**config.mk**
```make
export PLATFORM = sky130hd
export DESIGN_NAME = barrett_reducer
export DESIGN_NICKNAME = d
export VERILOG_FILES = /design/src/rtl/barrett_reducer.sv
export SDC_FILE = /design/constraint.sdc
export NUM_CORES = 1
export LEC_CHECK = 0
export CORE_MARGIN = 1
export CORE_UTILIZATION = 66
export DETAILED_ROUTE_END_ITERATION = 8
export PLACE_DENSITY_LB_ADDON = 0.25
export SYNTH_ARGS = -nofsm -noshare
export SYNTH_HDL_FRONTEND = slang
export SYNTH_SLANG_ARGS = --single-unit
```
**constraint.sdc**
```tcl
create_clock -name clk -period 15.9 [get_ports clk]
set_input_delay 2.385 -clock clk [delete_from_list [all_inputs] [get_ports clk]]
set_output_delay 2.385 -clock clk [all_outputs]
set_load 0.01 [all_outputs]
```
**src/rtl/barrett_reducer.sv**
```systemverilog
// barrett_reducer: three-stage Barrett modular reduction of a 2N-bit product
// by a compile-time modulus Q. Valid/ready streaming with a single global
// advance signal, so the pipeline moves as one unit and holds on a stall.
module barrett_reducer #(
   parameter int N = 16,
   parameter int Q = 12289
) (
   input  logic           clk,
   input  logic           rst_n,
   input  logic           in_valid,
   output logic           in_ready,
   input  logic [2*N-1:0] in_data,
   output logic           out_valid,
   input  logic           out_ready,
   output logic [N-1:0]   out_data
);

   // Barrett constants: K is the shift base, MU the scaled reciprocal of Q.
   localparam int K   = $clog2(Q);
   localparam int RW  = K + 2;             // residue width before correction (< 3Q)
   localparam int SW  = 2*N - K + 1;       // width of in_data >> (K-1)
   localparam int T1W = SW + K + 1;        // width of the quotient-estimate product
   localparam int QHW = T1W - (K + 1);     // width of the quotient estimate

   localparam logic [K:0]     MU  = (K+1)'((64'd1 << (2*K)) / 64'(Q));
   localparam logic [RW-1:0]  Q_R = RW'(Q);
   localparam logic [T1W-1:0] Q_T = T1W'(Q);

   // Pipeline state
   logic [2*N-1:0] x1_q, x1_d;
   logic [T1W-1:0] t1_q, t1_d;
   logic           v1_q, v1_d;
   logic [RW-1:0]  r2_q, r2_d;
   logic           v2_q, v2_d;
   logic [N-1:0]   out_data_q, out_data_d;
   logic           out_valid_q, out_valid_d;

   logic           adv_s;
   logic [QHW-1:0] qh_s;
   logic [T1W-1:0] qhq_s;
   logic [RW-1:0]  r3_s;
   logic           unused_bits_s;

   // Global advance: the whole pipeline moves unless the output is held.
   assign adv_s     = ~out_valid_q | out_ready;
   assign in_ready  = adv_s;
   assign out_valid = out_valid_q;
   assign out_data  = out_data_q;

   // Only the top bits of t1 and the low bits of x1 feed the arithmetic.
   assign unused_bits_s = ^{t1_q[K:0], x1_q[2*N-1:RW]};

   // S1 capture: raw product plus the scaled quotient estimate product.
   always_comb begin
      x1_d = in_data;
      t1_d = T1W'(in_data >> (K - 1)) * T1W'(MU);
      v1_d = in_valid;
   end

   // S2 estimate: r2 = x1 - qh*Q, computed modulo 2^RW since r2 < 3Q.
   always_comb begin
      qh_s  = t1_q[T1W-1:K+1];
      qhq_s = T1W'(qh_s) * Q_T;
      r2_d  = RW'(x1_q) - RW'(qhq_s);
      v2_d  = v1_q;
   end

   // S3 correct: at most two conditional subtractions bring r into 0..Q-1.
   always_comb begin
      r3_s = r2_q;
      if (r3_s >= Q_R) begin
         r3_s = r3_s - Q_R;
      end else begin
         r3_s = r3_s;
      end
      if (r3_s >= Q_R) begin
         r3_s = r3_s - Q_R;
      end else begin
         r3_s = r3_s;
      end
      out_data_d  = N'(r3_s);
      out_valid_d = v2_q;
   end

   // Pipeline registers: synchronous clear, shift on advance, hold on stall.
   always_ff @(posedge clk) begin
      if (!rst_n) begin
         x1_q        <= '0;
         t1_q        <= '0;
         v1_q        <= 1'b0;
         r2_q        <= '0;
         v2_q        <= 1'b0;
         out_data_q  <= '0;
         out_valid_q <= 1'b0;
      end else if (adv_s) begin
         x1_q        <= x1_d;
         t1_q        <= t1_d;
         v1_q        <= v1_d;
         r2_q        <= r2_d;
         v2_q        <= v2_d;
         out_data_q  <= out_data_d;
         out_valid_q <= out_valid_d;
      end else begin
         x1_q        <= x1_q;
         t1_q        <= t1_q;
         v1_q        <= v1_q;
         r2_q        <= r2_q;
         v2_q        <= v2_q;
         out_data_q  <= out_data_q;
         out_valid_q <= out_valid_q;
      end
   end

endmodule

```
==> flow_metrics.env <==
export IMPL_place_congestion=0.9673
export IMPL_reg2regPathDepth=18
export IMPL_synth_nets=1434
export IMPL_drive_gt1_frac=0.03475
export IMPL_htreeDepth=3
export IMPL_slew_viol_final=0
export IMPL_ios=54
export IMPL_dieHeight_microns=122.7
export IMPL_tritoncts="built"
export IMPL_antenna_found_initial=0
export IMPL_ys_warn_count=0
export IMPL_dp_cells=1316
export IMPL_via_per_inst=5.682
export IMPL_path_max_fanout=7
export IMPL_relSlewSlack=0.4396
export IMPL_rr_endpoint="r2_q[14]$_SDFFE_PN0P_"
export IMPL_routed_via_count=7563
export IMPL_cp_startpoint="in_data[14]"
export IMPL_cpMaxStageDelayCell="o311ai_0"
export IMPL_holdWs_ns=0.4492
export IMPL_rsz0062_at_grt="no"
export IMPL_timing_rr_start="t1_q[15]$_SDFFE_PN0P_"
export IMPL_die_area_sq_um=15050
export IMPL_final_cell_mix="inv_1, ha_1, nand2_1"
export IMPL_postCtsSetupBuffers=0
export IMPL_ys_seq_elements=67
export IMPL_drt_pass1_iterations=5
export IMPL_diodes=0
export IMPL_setup_tns_ns=0
export IMPL_post_route_min_period_ns=8.335
export IMPL_worst_pin_slew_ns=0.8301
export IMPL_numPortBuffers=53
export IMPL_status="finished, final reports clean"
export IMPL_grt_max_degree=71
export IMPL_synthCells=1116
export IMPL_endpoint="t1_q[28]$_SDFFE_PN0P_"
export IMPL_insertion_delay_ns=0.34
export IMPL_min_path_type="register to register"
export IMPL_crit_required_ns=16.17
export IMPL_drc_errors=0
export IMPL_post_cts_resized=0
export IMPL_nNetsFinal=1465
export IMPL_synthToLayoutAreaGrowth_pct=9.618
export IMPL_die_w_microns=122.7
export IMPL_syn_area_per_cell_sq_um=8.615
export IMPL_grtUsageTotal=0.2972
export IMPL_max_cap_violations=0
export IMPL_arrival_ns=8.60
export IMPL_grt_pass1_wl_mm=35.16
export IMPL_cts_buffers_inserted=9
export IMPL_netlist_area_sq_um=9614
export IMPL_clk_pin_slew_ns=0.06
export IMPL_async_reset_ff_frac=0
export IMPL_final_common_cell="inv_1"
export IMPL_fin_skew_ns=0.01046
export IMPL_crit_chain="clkdlybuf4s50_1, ha_1, inv_1, fa_1, fa_1, inv_1, fa_1, fa_1, inv_1, fa_1, inv_1, ha_1, a211oi_1, nand2_1, o22ai_1, a21oi_1, a21oi_1, o311ai_0, nand4_1, a211o_1, a21oi_1"
export IMPL_synth_ff_type="dfxtp_1"
export IMPL_row_count=43
export IMPL_synth_edff_count=0
export IMPL_reg2reg_setup_slack_ns=11.25
export IMPL_ctsHoldBuffers=0
export IMPL_cpPeakStageDelay_ns=0.75
export IMPL_fmax_mhz=120.0
export IMPL_start_util=0.6847
export IMPL_cts_buffer_depth=2
export IMPL_finalSetupViolCount=0
export IMPL_crit_top_cell="fa_1"
export IMPL_wire_per_inst_microns=15.54
export IMPL_grt_overflow=0
export IMPL_root_buffer="clkbuf_16"
export IMPL_clock_sinks=67
export IMPL_finalNonFillerCells=1331
export IMPL_worstSetupPathType="primary input to register"
export IMPL_grt_pass1_vias=7646
export IMPL_end_kind="register"
export IMPL_routed_wl_mm=20.68
export IMPL_ys_types=65
export IMPL_start_kind="primary input"
export IMPL_core_sq_um=14040
export IMPL_postRouteAntennaNets=0
export IMPL_period_share=0.5242
export IMPL_final_util=0.7505
export IMPL_final_hold_viol_count=0
export IMPL_dpl_hpwl_mm=17.08
export IMPL_synth_seq_area_share=0.1395
export IMPL_drtIter0Drc=482
[metrics by stage]
stage	cell area, sq um	setup slack, ns
2_1_floorplan	9614	8.274
3_3_place_gp	10250	7.359
3_5_place_dp	10250	7.192
4_1_cts	10540	7.556
5_1_grt	10540	7.026
6_report	10540	7.565
[registers in the layout, summed over array words and instances (netlist names)]
| signal | count |
|---|---|
| x1_q | 16 |
| v1_q | 1 |
| out_data | 16 |
| out_valid | 1 |
| t1_q | 16 |
| r2_q | 16 |
| out_valid_d | 1 |
[metal layers]
metal | routed length, microns | up-vias | GRT usage
met1 | 8850 | 3567 | 0.3622
met3 | 731 | 41 | 0.03160
met4 | 643 | 0 | 0.1105
met2 | 10450 | 192 | 0.5369
li1 | - | 3763 | -
met5 | 0 | - | 0
[cell usage after synthesis, types with 12 or more instances]
master,number,share of area
a21oi_1,67,0.035
clkbuf_1,27,0.011
or3_1,12,0.0078
a211oi_1,12,0.0094
nor2_1,38,0.015
ha_1,191,0.25
fa_1,91,0.19
nand3_1,33,0.017
nand2_1,98,0.038
nor3_1,14,0.0073
xnor2_1,36,0.033
xor2_1,12,0.011
inv_1,231,0.090
dfxtp_1,67,0.14
o21ai_0,29,0.015
[layout make-up]
cell class                      count  area [sq um]
Multi-Input combinational cell    781          7261
Timing Repair Buffer               57         560.5
Inverter                          231         867.1
Fill cell                        1012          3503
Tap cell                          180         225.2
Sequential cell                    67          1341
Clock inverter                      5         55.05
Clock buffer                       10         229.0
[logic make-up after synthesis]
group	Yosys count	synth area share
buffers and inverters	268	0.1061
xor gates and xnor gates	48	0.04373
muxes	6	0.006247
AOI/OAI and AO/OA	182	0.1268
DFF	67	0.1395
and+or+nand+nor	263	0.1396
adders and majority gates	282	0.4381
[worst max-delay path: cells and delay by family]
| kind | cells | cell delay [ns] |
|---|---|---|
| buffers and inverters | 5 | 0.78 |
| AND/OR/NAND/NOR | 2 | 0.26 |
| AO/OA/AOI/OAI | 7 | 1.82 |
| adder cells (fa/ha/maj) | 7 | 3.34 |
[how the worst min path moves through the flow]
stage	slack (ns)	end	startpoint	cells after the start
global placement	0.44	out_data[12]$_SDFFE_PN0P_	out_data[12]$_SDFFE_PN0P_	2
floorplan	0.43	x1_q[0]$_SDFFE_PN0P_	x1_q[0]$_SDFFE_PN0P_	2
finish	0.45	x1_q[13]$_SDFFE_PN0P_	x1_q[13]$_SDFFE_PN0P_	2
global route	0.46	x1_q[7]$_SDFFE_PN0P_	x1_q[7]$_SDFFE_PN0P_	2
detailed placement	0.44	x1_q[7]$_SDFFE_PN0P_	x1_q[7]$_SDFFE_PN0P_	2
CTS	0.45	x1_q[13]$_SDFFE_PN0P_	x1_q[13]$_SDFFE_PN0P_	2
Power is left out: the tool's default activity adds up to more than one toggle a clock period on the data nets, which glitch-free logic cannot reach.
